==> config.mk <==
export PLATFORM = sky130hd
export DESIGN_NAME = div_unit
export DESIGN_NICKNAME = d
export VERILOG_FILES = /design/src/rtl/div_unit.sv
export SDC_FILE = /design/constraint.sdc
export NUM_CORES = 1
export LEC_CHECK = 0
export CORE_MARGIN = 2
export CORE_UTILIZATION = 45
export DETAILED_ROUTE_END_ITERATION = 8
export DONT_BUFFER_PORTS = 1
export PLACE_DENSITY = 0.56
export SETUP_SLACK_MARGIN = 0.15
export SLEW_MARGIN = 20
export SYNTH_ARGS = -nofsm -noshare
export SYNTH_HDL_FRONTEND = slang
export SYNTH_SLANG_ARGS = --single-unit
==> constraint.sdc <==
create_clock -name clk -period 3.58 [get_ports clk]
set_clock_uncertainty 0.15 [all_clocks]
set_input_delay 0.358 -clock clk [delete_from_list [all_inputs] [get_ports clk]]
set_output_delay 0.358 -clock clk [all_outputs]
set_load 0.01 [all_outputs]
==> src/rtl/div_unit.sv <==
// div_unit -- multicycle 32-bit divider (MIPS DIV, optionally DIVU)
//
// Restoring shift-subtract, one quotient bit per clock. Operands are reduced
// to magnitudes on accept, divided unsigned, and the signs are re-applied on
// the final FIX cycle. Divide by zero skips the loop and leaves HI/LO as-is.
//
// Ports:
//   clk, reset       clock, synchronous active-high reset
//   start            request, sampled only while idle
//   dividend/divisor operands (rs/rt), latched on an accepted start
//   is_unsigned      (DIV_UNSIGNED_EN only) 1 = DIVU, latched on accept
//   busy             operation in progress
//   done             one-cycle completion pulse
//   div_zero         one-cycle pulse alongside done when divisor was 0
//   hi_out / lo_out  remainder / quotient, held until next FIX or reset
//
// Build option: define DIV_UNSIGNED_EN to add the is_unsigned port.
module div_unit #(
    parameter int WIDTH = 32
) (
    input  logic             clk,
    input  logic             reset,
    input  logic             start,
    input  logic [WIDTH-1:0] dividend,
    input  logic [WIDTH-1:0] divisor,
`ifdef DIV_UNSIGNED_EN
    input  logic             is_unsigned,
`endif
    output logic             busy,
    output logic             done,
    output logic             div_zero,
    output logic [WIDTH-1:0] hi_out,
    output logic [WIDTH-1:0] lo_out
);
    localparam int CW = $clog2(WIDTH);
    localparam logic [CW-1:0] LAST = CW'(WIDTH - 1);

    typedef enum logic [1:0] {IDLE, CALC, FIX, ZERO} state_t;

    state_t           state;
    logic [WIDTH-1:0] quo;
    logic [WIDTH-1:0] rem;
    logic [WIDTH-1:0] dvs;
    logic [CW-1:0]    cnt;
    logic             neg_q;
    logic             neg_r;

    // Signed handling only applies to DIV; DIVU passes operands through raw.
    logic signed_op;
`ifdef DIV_UNSIGNED_EN
    assign signed_op = ~is_unsigned;
`else
    assign signed_op = 1'b1;
`endif

    logic [WIDTH-1:0] abs_a, abs_b;
    assign abs_a = (signed_op && dividend[WIDTH-1]) ? -dividend : dividend;
    assign abs_b = (signed_op && divisor[WIDTH-1])  ? -divisor  : divisor;

    // Shifted partial remainder needs WIDTH+1 bits: in unsigned mode the
    // divisor can reach 2^WIDTH-1, so the bit shifted out of rem still counts.
    logic [WIDTH:0]   rem_sh;
    logic             ge;
    logic [WIDTH-1:0] sub;
    logic [WIDTH-1:0] rem_nxt;

    always_comb begin
        rem_sh  = {rem, quo[WIDTH-1]};
        ge      = rem_sh[WIDTH] | (rem_sh[WIDTH-1:0] >= dvs);
        // True difference is < dvs, so the low WIDTH bits are exact.
        sub     = rem_sh[WIDTH-1:0] - dvs;
        rem_nxt = ge ? sub : rem_sh[WIDTH-1:0];
    end

    always_ff @(posedge clk) begin
        if (reset) begin
            state    <= IDLE;
            busy     <= 1'b0;
            done     <= 1'b0;
            div_zero <= 1'b0;
            hi_out   <= '0;
            lo_out   <= '0;
            quo      <= '0;
            rem      <= '0;
            dvs      <= '0;
            cnt      <= '0;
            neg_q    <= 1'b0;
            neg_r    <= 1'b0;
        end else begin
            done     <= 1'b0;
            div_zero <= 1'b0;
            case (state)
                IDLE: begin
                    if (start) begin
                        busy  <= 1'b1;
                        neg_q <= signed_op & (dividend[WIDTH-1] ^ divisor[WIDTH-1]);
                        neg_r <= signed_op & dividend[WIDTH-1];
                        if (divisor == '0) begin
                            state <= ZERO;
                        end else begin
                            quo   <= abs_a;
                            dvs   <= abs_b;
                            rem   <= '0;
                            cnt   <= '0;
                            state <= CALC;
                        end
                    end
                end
                CALC: begin
                    rem <= rem_nxt;
                    quo <= {quo[WIDTH-2:0], ge};
                    cnt <= cnt + 1'b1;
                    if (cnt == LAST) state <= FIX;
                end
                FIX: begin
                    lo_out <= neg_q ? -quo : quo;
                    hi_out <= neg_r ? -rem : rem;
                    busy   <= 1'b0;
                    done   <= 1'b1;
                    state  <= IDLE;
                end
                ZERO: begin
                    busy     <= 1'b0;
                    done     <= 1'b1;
                    div_zero <= 1'b1;
                    state    <= IDLE;
                end
                default: state <= IDLE;
            endcase
        end
    end
endmodule

Word level (Yosys, flattened, before mapping)
Cells that the tools add are included.
{"block": "word_totals", "ff_bits": 172, "output_inout_bits": 67, "word_cells": 61}
{"block": "op_classes", "reduce_logical": 10, "n_eq_ne": 7, "magnitude_cmp": 1, "addsub": 6, "bitwise_logic": 3, "mux": 22}
{"op": "$mux 32", "n": 9}
{"op": "$neg 32->32", "n": 4}
{"op": "$pmux 32 s2", "n": 2}
{"op": "$ge 32x32->1", "n": 1}
{"op": "$logic_not 32->1", "n": 1}
{"op": "$sub 32x32->32", "n": 1}
{"op": "$mux 5", "n": 2}
{"op": "$pmux 5 s2", "n": 1}
{"op": "$mux 2", "n": 3}
{"op": "$ne 2x2->1 const B", "n": 3}
{"op": "$pmux 2 s3", "n": 1}
{"op": "$reduce_and 2->1", "n": 3}
{"op": "$reduce_and 3->1", "n": 2}
{"op": "$add 5x1->5 const B", "n": 1}
{"op": "$eq 5x5->1 const B", "n": 1}
{"op": "$eq 2x2->1 const B", "n": 2}
{"op": "$reduce_bool 2->1", "n": 2}
{"op": "$mux 1", "n": 3}
{"op": "$eq 2x1->1 const B", "n": 1}
{"op": "$logic_not 2->1", "n": 1}
{"op": "$pmux 1 s2", "n": 1}
{"op": "$reduce_or 2->1", "n": 1}
{"op": "$not 1->1", "n": 1}
{"op": "$or 1x1->1", "n": 1}
{"op": "$xor 1x1->1", "n": 1}

Depth between registers and ports, before layout
Gate-level depths: netlist of run 1.
{"block": "depth", "word_depth": 5, "depth_mapped": 14, "depth_no_buf": 12}

Worst setup path before layout of run 1
OpenSTA, ideal clock, no wires.
{"block": "synth_path", "path_type": "input to register", "from": "in dividend[4]", "to": "reg quo[29]", "cell_stages": 9, "slack_ps": 439, "path_buffers": 0, "t_arrival_ps": 2870, "path_cell_list": "or3_4 > or4_4 > or2_4 > or3_4 > or3_4 > o41ai_4 > xor2_1 > nor3_1 > a221o_1"}
{"block": "synth_between", "elab_chain_cells": 5}
{"item": "start: declaration", "line_no": "24", "rtl": "input logic [WIDTH-1:0] dividend,"}
{"item": "$neg 32->32", "line_no": "57", "rtl": "assign abs_a = (signed_op && dividend[WIDTH-1]) ? -dividend : dividend;"}
{"item": "$mux 32", "line_no": "57"}
{"item": "$mux 32", "line_no": "98", "rtl": "if (divisor == '0) begin"}
{"item": "$mux 32", "line_no": "94", "rtl": "if (start) begin"}
{"item": "$pmux 32 s2", "line_no": "92", "rtl": "case (state)"}
{"item": "end signal: assignment", "line_no": "101", "rtl": "quo <= abs_a;"}
{"item": "end signal: assignment", "line_no": "111", "rtl": "quo <= {quo[WIDTH-2:0], ge};"}
{"item": "end: declaration", "line_no": "41", "rtl": "logic [WIDTH-1:0] quo;"}
No other way between the ends. The select of a mux whose other input is x is not followed.
A chain may end at the register's enable or synchronous reset.

Final worst setup path of run 1
{"block": "layout_path", "from": "reg dvs[27]", "to": "reg rem[19]"}
{"block": "layout_between", "elab_chain_cells": 4}
{"item": "start: declaration", "line_no": "43", "rtl": "logic [WIDTH-1:0] dvs;"}
{"item": "start signal: assignment", "line_no": "102", "rtl": "dvs <= abs_b;"}
{"item": "$ge 32x32->1", "line_no": "69", "rtl": "ge = rem_sh[WIDTH] | (rem_sh[WIDTH-1:0] >= dvs);"}
{"item": "$or 1x1->1", "line_no": "69"}
{"item": "$mux 32", "line_no": "72", "rtl": "rem_nxt = ge ? sub : rem_sh[WIDTH-1:0];"}
{"item": "$pmux 32 s2", "line_no": "92"}
{"item": "end signal: assignment", "line_no": "110", "rtl": "rem <= rem_nxt;"}
{"item": "end: declaration", "line_no": "42", "rtl": "logic [WIDTH-1:0] rem;"}
No other way between the ends.

==> metrics.cfg, run 1 <==
[final_layout]
design_area_um2=11760
num_antenna_cells=0
final_core_util_pct=50.53
syn_to_final_growth_pct=11.35
fin_cells=1662
fin_nets=1436
drive_gt1_share_pct=7.595

[floorplan]
dieWidth_um=157.2
die_h_um=157.2
core_area_um2=23260
rows=56
start_util_pct=45.38
dieArea_um2=24700
pin_count=134

[placement]
dp_slack_ps=283.6
io_buffers=0
place_area_um2=11070
dp_hpwl_um=21850
post-place-cells=1621
gp_congestion=0.8905

[clock_tree]
cts_sinks=172
tritoncts=done
path_clk_slew_ps=70
numCtsBuffers=17
clkLatencyLatePin_ps=430
cts_max_level=4
root_buffer=clkbuf_16
clockBufferDepth=2

[global_routing]
grt_pass1_wl_um=45930
grt_usage_pct=23.30
grt_max_degree=128
antenna_found_initial=0
grt_pass1_vias=8341
grt_remaining_overflow=0

[sta]
final_hold_viol_count=0
finalCritPeriodShare_pct=87.62
finalMaxSlewViolations=0
hold_ws_ps=3.281
tns_ps=0
maxSlewHeadroom_pct=27.61
rsz0062_at_grt=no
setup_viol=0
worst-slew-pin-transition_ps=1084
layout_setup_ws_ps=443.1
max_freq_ghz=0.3188
final.min_clock_period_ps=3137

[logic_synthesis]
synth_seq_cells=172
syn_inst=1339
yosys.area.top_type_share_pct=32.62
syn_avg_cell_area_um2=7.884
syn_area_um2=10560
ys_types=62
synthFlopType=dfxtp_1
async_flop_share_pct=0
ys_warn_count=0
yosysMostFrequentCell=nor2_1
synth-edff-count=0
synth_fp_nets=1445
ys_seq_area_share_pct=32.62
synth_common_cells=177 x nor2_1, 172 x dfxtp_1, 116 x nand2_1
synth_largest_area_cell=dfxtp_1
ys_top_cells_by_area=dfxtp_1 33%, a211oi_1 6.3%, xor2_1 6.3%

[pwr]
ir_worst_vdd_mv=0.2919
p_comb_share_pct=19.0
p_int_mw=3.371
sw_frac_of_total_pct=30.36
power_mw=4.841
pwr-share-seq_pct=43.1
power.leakage_nw=4.470
power_density_nw_per_um2=411.8
power.switching_mw=1.470
pwr-share-clk_pct=38.0

[drt]
drt_wl_total_um=28930
drc=0
ant_nets=0
drtIter0Drc=662
num_vias=9280
viasPerCell=5.584
wire_per_inst_um=17.41
first_pass_iters=5

[setup_path]
start_kind=flip-flop
end_kind=flip-flop
cp.arrival_ps=3270
critPathMaxFanout=27
criticalPathCategory=reg -> reg
crit_required_ps=3710

[outcome]
status=complete, no violations

[run]
max-cap-violations=0

[worst_hold_path]
hold_class=in -> reg

==> layout make-up <==
class	instances	area, µm²
fill	2342	11510
tap	319	399.1
clock buffer	21	460.4
timing repair buffer	57	538.0
clock inverter	11	110.1
sequential	172	3443
multi-input combinational	1034	6624
inverter	48	180.2
==> critical path, stage by stage (launching register included) <==
cell	delay, ps
dfxtp_1	310
inv_1	60
ha_1	370
a21oi_1	210
o21ai_0	170
o211ai_1	360
o21ai_0	250
nor2_4	580
buf_16	250
mux2i_1	200
o21ai_0	80
==> power groups by stage <==
stage | logic (mW) | registers (mW) | clock network, mW
floorplan | 0.704 | 2.08 | 0
global route | 1.03 | 2.09 | 1.94
global placement | 0.870 | 2.12 | 0
CTS | 0.915 | 2.08 | 1.88
detailed placement | 0.877 | 2.12 | 0
finish | 0.919 | 2.08 | 1.84
==> layer usage <==
metal / GRT usage, % / wire length [µm]
met5: 0 / 0
met4: 4.805 / 292
met3: 5.176 / 2036
met2: 30.40 / 10780
met1: 37.84 / 15820
==> kinds of logic after synthesis <==
kind of cell,Yosys count,share of synthesized area [%]
xor+xnor,148,12.28
compound gates,376,24.05
mux,13,1.233
buf+inv,133,4.931
flops,172,32.62
simple gates,458,20.20
fa+ha+maj,39,4.694
==> flip-flops by register name, indices dropped and copies added, names as in the netlist, 2 cells and up <==
| name | count |
|---|---|
| dvs | 32 |
| rem | 32 |
| hi_out | 32 |
| state | 2 |
| cnt | 5 |
| lo_out | 32 |
| quo | 32 |
==> worst paths after layout <==
kind,endpoint,slack [ps],start,depth (start not counted)
worst min register to register,dvs[31]$_SDFFE_PP0P_,320,dvs[31]$_SDFFE_PP0P_,2
worst min-delay path,dvs[14]$_SDFFE_PP0P_,3,divisor[14],3
worst max-delay path,rem[19]$_SDFFE_PP0P_,440,dvs[27]$_SDFFE_PP0P_,10
worst max register to register,rem[19]$_SDFFE_PP0P_,440,dvs[27]$_SDFFE_PP0P_,10
==> what timing repair did <==
item,4_1_cts,5_1_grt
hold buffers,9,0
setup endpoints to repair,0,20
resized for setup,0,3
endpoints found under the hold margin,127,0
setup buffers,0,0
==> placed cells by master, fill, tap and decap left out, drive strengths merged, types with 21 or more instances in the layout <==
| cell | netlist | final |
|---|---|---|
| nor3 | 38 | 38 |
| clkbuf | 73 | 21 |
| nor2 | 177 | 177 |
| o31ai | 30 | 30 |
| nand3 | 21 | 21 |
| o21ai | 86 | 86 |
| xor2 | 76 | 76 |
| buf | 12 | 49 |
| a21oi | 56 | 56 |
| ha | 38 | 38 |
| xnor2 | 72 | 72 |
| nand2 | 117 | 117 |
| a211oi | 89 | 89 |
| dfxtp | 172 | 172 |
| nand2b | 22 | 22 |
| inv | 48 | 51 |
Power figures use the tool's default switching activity.
==> run 2: changes to the inputs <==
PLACE_DENSITY = 0.58   (was 0.56)
clock period = 2.6 ns   (was 3.58 ns; I/O delays follow)
==> metrics.cfg, run 2 (same netlist as run 1, synthesis figures left out) <==
[sta]
maxSlewHeadroom_pct=51.43  ; was 27.61%
finalCritPeriodShare_pct=105.1  ; was 87.62%
tns_ps=-1696  ; was 0 ps
setup_viol=34  ; was 0
rsz0062_at_grt=yes  ; was no
hold_ws_ps=4.321  ; was 3.281 ps
final_hold_viol_count=0  ; unchanged
layout_setup_ws_ps=-131.9  ; was 443.1 ps
worst-slew-pin-transition_ps=723.0  ; was 1084 ps
final.min_clock_period_ps=2732  ; was 3137 ps
finalMaxSlewViolations=0  ; unchanged
max_freq_ghz=0.3660  ; was 0.3188 GHz

[final_layout]
syn_to_final_growth_pct=50.55  ; was 11.35%
fin_nets=1725  ; was 1436
num_antenna_cells=0  ; unchanged
final_core_util_pct=68.32  ; was 50.53%
fin_cells=1950  ; was 1662
drive_gt1_share_pct=31.88  ; was 7.595%
final_common_cell=buf_4  ; was nor2_1
design_area_um2=15890  ; was 11760 µm²
final_cell_mix=211 x buf_4, 160 x dfxtp_1, 150 x nor2_1, 98 x nand2_1, 80 x dlygate4sd3_1  ; was 175 x nor2_1, 172 x dfxtp_1, 115 x nand2_1, 88 x a211oi_1, 81 x o21ai_0

[worst_hold_path]
worst_hold_path.num_cells=4  ; was 3
hold_class=in -> reg  ; unchanged
min_from=divisor[31]  ; was divisor[14]
worstHoldEndpoint=dvs[3]$_SDFFE_PP0P_  ; was dvs[14]$_SDFFE_PP0P_

[setup_path]
start_kind=flip-flop  ; unchanged
critPathMaxFanout=4  ; was 27
r2r_slack_ps=-130  ; was 440 ps
max_stage_delay_ps=560  ; was 580 ps
criticalPathCategory=reg -> reg  ; unchanged
cp.arrival_ps=2900  ; was 3270 ps
crit_required_ps=2770  ; was 3710 ps
rr_endpoint=hi_out[28]$_SDFFE_PP0P_  ; was rem[19]$_SDFFE_PP0P_
ff2ff_path_depth=9  ; was 10
crit_slowest_cell=or4_4  ; was nor2_4
crit_family=simple AND/OR/NAND/NOR gates  ; was compound AO/OA/AOI/OAI gates
end_kind=flip-flop  ; unchanged
regToRegStartpoint=rem[3]$_SDFFE_PP0P_  ; was dvs[27]$_SDFFE_PP0P_
path_buf_inv=0  ; was 2
worstPathCellList=or4_4, nor3_2, nand2_1, or4_4, nand2b_4, nand2b_4, o41ai_4, xnor2_1, a22o_1  ; was inv_1, ha_1, a21oi_1, o21ai_0, o211ai_1, o21ai_0, nor2_4, buf_16, mux2i_1, o21ai_0

[floorplan]
dieWidth_um=157.2  ; unchanged
die_h_um=157.2  ; unchanged
start_util_pct=45.38  ; unchanged
dieArea_um2=24700  ; unchanged
rows=56  ; unchanged
core_area_um2=23260  ; unchanged
pin_count=134  ; unchanged

[placement]
gp_congestion=0.8880  ; was 0.8905
dp_slack_ps=-497.5  ; was 283.6 ps
dp_hpwl_um=23550  ; was 21850 µm
post-place-cells=1799  ; was 1621
io_buffers=0  ; unchanged
place_area_um2=12760  ; was 11070 µm²

[clock_tree]
cts_sinks=172  ; unchanged
path_clk_slew_ps=70  ; about the same
cts_max_level=4  ; unchanged
numCtsBuffers=17  ; unchanged
root_buffer=clkbuf_16  ; unchanged
clockBufferDepth=2  ; unchanged
tritoncts=done  ; unchanged
clkLatencyLatePin_ps=430  ; about the same

[pwr]
power_density_nw_per_um2=487.2  ; was 411.8 nW/µm²
power_mw=7.742  ; was 4.841 mW
power.switching_mw=2.460  ; was 1.470 mW
ir_worst_vdd_mv=0.4336  ; was 0.2919 mV
pwr-share-seq_pct=36.6  ; was 43.1%
sw_frac_of_total_pct=31.78  ; was 30.36%
p_int_mw=5.282  ; was 3.371 mW
p_comb_share_pct=29.7  ; was 19.0%
power.leakage_nw=6.334  ; was 4.470 nW
pwr-share-clk_pct=33.7  ; was 38.0%

[global_routing]
grt_usage_pct=26.85  ; was 23.30%
antenna_found_initial=0  ; unchanged
grt_pass1_wl_um=52650  ; was 45930 µm
grt_max_degree=107  ; was 128
grt_remaining_overflow=0  ; unchanged
grt_pass1_vias=10022  ; was 8341

[drt]
drc=0  ; unchanged
viasPerCell=5.551  ; was 5.584
wire_per_inst_um=18.37  ; was 17.41 µm
first_pass_iters=6  ; was 5
num_vias=10824  ; was 9280
drtIter0Drc=934  ; was 662
ant_nets=0  ; unchanged
drt_wl_total_um=35820  ; was 28930 µm

[outcome]
violations=setup timing
status=complete, but fails checks  ; was complete, no violations

[run]
max-cap-violations=0  ; unchanged

## run 2: changes by cell type in the layout (fill, tap and decap cells not counted), moves of 14 or more
cell,change
o21ai_0,-37
dlygate4sd3_1,+72
buf_4,+168
a21oi_1,-16
a211oi_2,+14
buf_6,+31
nor2_4,+14
a211oi_1,-15
o21ai_1,+22
nor2_1,-25
nand2_1,-17
## run 2: tightest hold or removal path: stages
cell	delay (ps)
nand2b_1	60
xnor2_1	70
nor2_1	100
a211oi_1	50
## run 2: routing by layer
metal	GRT usage [%]	share of wire (%)	vias to the layer above
li1	-	-	5366
met1	40.73	48	5070
met2	38.45	43	349
met3	5.837	7.4	39
met4	6.017	1.4	0
met5	0	0	-
## run 2: area by class of cell
class                           count  area (µm²)
Timing Repair Buffer              344        3212
Fill cell                        1851        7370
Clock inverter                     14       157.7
Tap cell                          319       399.1
Sequential cell                   172        3463
Inverter                           48       180.2
Clock buffer                       17       425.4
Multi-Input combinational cell   1036        8055
## run 2: how the worst max path moves through the flow
stage                     depth (start not counted)                      end                 start
after floorplan                                   9     quo[29]$_SDFFE_PP0P_           dividend[4]
after CTS                                        14      rem[2]$_SDFFE_PP0P_   dvs[0]$_SDFFE_PP0P_
after detailed placement                          9     quo[29]$_SDFFE_PP0P_           dividend[4]
after global placement                            9     quo[29]$_SDFFE_PP0P_           dividend[4]
after global routing                             16      rem[3]$_SDFFE_PP0P_  quo[31]$_SDFFE_PP0P_
final                                             9  hi_out[28]$_SDFFE_PP0P_   rem[3]$_SDFFE_PP0P_
## run 2: power groups by stage
| stage | Clock (mW) | Combinational, mW | Sequential [mW] |
|---|---|---|---|
| floorplan | 0 | 1.07 | 2.88 |
| global placement | 0 | 1.64 | 2.87 |
| detailed placement | 0 | 1.65 | 2.87 |
| CTS | 2.63 | 1.96 | 2.82 |
| global route | 2.74 | 2.47 | 2.84 |
| finish | 2.61 | 2.30 | 2.83 |
## run 2: repair_timing
action / in CTS / in global routing
pin swaps: 59 / 98
endpoints found under the setup margin: 63 / 140
hold buffers: 82 / 1
setup buffers: 14 / 12
hold endpoints to repair: 131 / 2
gates resized for setup: 101 / 182
gates cloned: 3 / 10
==> run 3: changes to the inputs <==
GPL_TIMING_DRIVEN = 0   (was unset)
==> metrics.cfg, run 3 (same netlist as run 1, synthesis figures left out) <==
[outcome]
status=complete, but fails checks  ; unchanged
violations=setup timing  ; unchanged

[global_routing]
grt_remaining_overflow=0  ; unchanged
grt_pass1_vias=10002  ; was 10022
grt_max_degree=17  ; was 107
grt_pass1_wl_um=54590  ; was 52650 µm
grt_usage_pct=28.08  ; was 26.85%
antenna_found_initial=0  ; unchanged

[drt]
first_pass_iters=5  ; was 6
viasPerCell=5.784  ; was 5.551
drtIter0Drc=833  ; was 934
drt_wl_total_um=36600  ; was 35820 µm
num_vias=10724  ; was 10824
drc=0  ; unchanged
wire_per_inst_um=19.74  ; was 18.37 µm
ant_nets=0  ; unchanged

[pwr]
ir_worst_vdd_mv=0.3285  ; was 0.4336 mV
power.leakage_nw=5.673  ; was 6.334 nW
power_mw=7.656  ; was 7.742 mW
power_density_nw_per_um2=509.9  ; was 487.2 nW/µm²

[clock_tree]
clkLatencyLatePin_ps=450  ; was 430 ps
path_clk_slew_ps=70  ; about the same
root_buffer=clkbuf_16  ; unchanged
cts_max_level=4  ; unchanged
clockBufferDepth=2  ; unchanged
numCtsBuffers=17  ; unchanged
tritoncts=done  ; unchanged
cts_sinks=172  ; unchanged

[sta]
hold_ws_ps=12.36  ; was 4.321 ps
final.min_clock_period_ps=2836  ; was 2732 ps
worst-slew-pin-transition_ps=979.4  ; was 723.0 ps
final_hold_viol_count=0  ; unchanged
maxSlewHeadroom_pct=34.71  ; was 51.43%
max_freq_ghz=0.3526  ; was 0.3660 GHz
layout_setup_ws_ps=-236.4  ; was -131.9 ps
setup_viol=56  ; was 34
finalMaxSlewViolations=0  ; unchanged
finalCritPeriodShare_pct=109.1  ; was 105.1%
rsz0062_at_grt=yes  ; unchanged

[setup_path]
crit_family=simple AND/OR/NAND/NOR gates  ; unchanged
ff2ff_path_depth=9  ; unchanged
regToRegStartpoint=rem[3]$_SDFFE_PP0P_  ; unchanged
max_stage_delay_ps=500  ; was 560 ps
r2r_slack_ps=-230  ; was -130 ps
crit_path_frequent_cell=or3_4
start_kind=input pin  ; was flip-flop
rr_endpoint=hi_out[28]$_SDFFE_PP0P_  ; unchanged
path_buf_inv=0  ; unchanged
cp.arrival_ps=3010  ; was 2900 ps
worstPathCellList=or3_4, or4_4, or2_4, or3_4, or3_4, o41ai_4, xor2_2, nor3_2, a221o_1  ; was or4_4, nor3_2, nand2_1, or4_4, nand2b_4, nand2b_4, o41ai_4, xnor2_1, a22o_1
cp.depth=9  ; unchanged
crit_slowest_cell=or4_4  ; unchanged
critPathMaxFanout=4  ; unchanged
end_kind=flip-flop  ; unchanged
crit_required_ps=2780  ; was 2770 ps
criticalPathCategory=in -> reg  ; was reg -> reg

[final_layout]
drive_gt1_share_pct=28.73  ; was 31.88%
fin_nets=1628  ; was 1725
nFillCells=2019  ; was 1851
num_antenna_cells=0  ; unchanged
seqCellArea_um2=3512  ; was 3463 µm²
final_common_cell=nor2_1  ; was buf_4
syn_to_final_growth_pct=42.23  ; was 50.55%
multi_input_area_um2=8159  ; was 8055 µm²
final_cell_mix=148 x nor2_1, 141 x dfxtp_1, 96 x nand2_1, 78 x a211oi_1  ; was 211 x buf_4, 160 x dfxtp_1, 150 x nor2_1, 98 x nand2_1, 80 x dlygate4sd3_1

[floorplan]
core_area_um2=23260  ; unchanged
dieWidth_um=157.2  ; unchanged
dieArea_um2=24700  ; unchanged
die_h_um=157.2  ; unchanged
pin_count=134  ; unchanged
rows=56  ; unchanged
start_util_pct=45.38  ; unchanged

[worst_hold_path]
worstHoldEndpoint=quo[1]$_SDFFE_PP0P_  ; was dvs[3]$_SDFFE_PP0P_
hold_class=in -> reg  ; unchanged
min_from=dividend[1]  ; was divisor[31]
worst_hold_path.num_cells=4  ; unchanged

[placement]
io_buffers=0  ; unchanged
gp_congestion=0.9083  ; was 0.8880
dp_hpwl_um=24850  ; was 23550 µm

[run]
max-cap-violations=0  ; unchanged

-- run 3: timing repair --
action / 4_1_cts / 5_1_grt
hold endpoints to repair: 64 / 0
pin swaps: 98 / 89
endpoints found under the setup margin: 120 / 123
hold buffers: 58 / 0
resized for setup: 218 / 184
gates cloned: 7 / 2
buffers inserted: 64 / 34
-- run 3: area by class of cell --
| class | count | area share [%] |
|---|---|---|
| plain buffers | 85 | 3.700 |
| clock buffers | 19 | 2.950 |
| clock inverters | 13 | 1.033 |
| inverters | 48 | 1.217 |
| multi-input cells | 1035 | 54.34 |
| flip-flops and latches | 172 | 23.39 |
| well taps | 319 | 2.658 |
| repair buffers | 163 | 10.71 |
-- run 3: stage by stage --
step	instance area [µm²]	TNS (ps)	utilization [%]	setup WS, ps	std cells
global route	15010	-11240	64.54	-318.4	1854
global placement	11380	-52270	48.90	-775.9	1658
floorplan	10980	-11740	-	-443.5	1339
detailed placement	11380	-56470	48.90	-787.2	1658
finish	15010	-5770	64.54	-236.4	1854
CTS	13930	-5131	59.88	-200.9	1819
-- run 3: worst reg2reg max path: stages, from the launching register on --
cell and delay (ps):
dfxtp_4 370, or4_4 580, nor3_4 140, nand2_2 80, or4_4 460, nand2b_4 180
nand2b_4 180, o41ai_4 260, xnor2_1 140, a22o_1 180
-- run 3: metal layers --
layer | up-vias | track usage [%] | share of wire (%)
met5 | - | 0 | 0
met2 | 389 | 42.13 | 44
li1 | 5168 | - | -
met4 | 0 | 7.013 | 1.3
met3 | 41 | 4.488 | 6.9
met1 | 5126 | 41.71 | 48
-- run 3: how the worst max path moves through the flow --
stage	slack (ps)	from	endpoint
6_report	-240	dividend[4]	quo[29]$_SDFFE_PP0P_
5_1_grt	-320	rem[3]$_SDFFE_PP0P_	hi_out[31]$_SDFFE_PP0P_
4_1_cts	-200	quo[31]$_SDFFE_PP0P_	rem[30]$_SDFFE_PP0P_
3_5_place_dp	-790	dvs[11]$_SDFFE_PP0P_	rem[14]$_SDFFE_PP0P_
3_3_place_gp	-780	dvs[11]$_SDFFE_PP0P_	rem[14]$_SDFFE_PP0P_
2_1_floorplan	-440	dividend[4]	quo[29]$_SDFFE_PP0P_
-- run 3: report_power, final --
| group | total, mW | leakage (nW) | switching, mW | internal, mW |
|---|---|---|---|---|
| Clock | 2.67 | 0.288 | 1.20 | 1.47 |
| Combinational | 2.11 | 3.97 | 1.15 | 0.957 |
| Sequential | 2.88 | 1.42 | 0.152 | 2.73 |
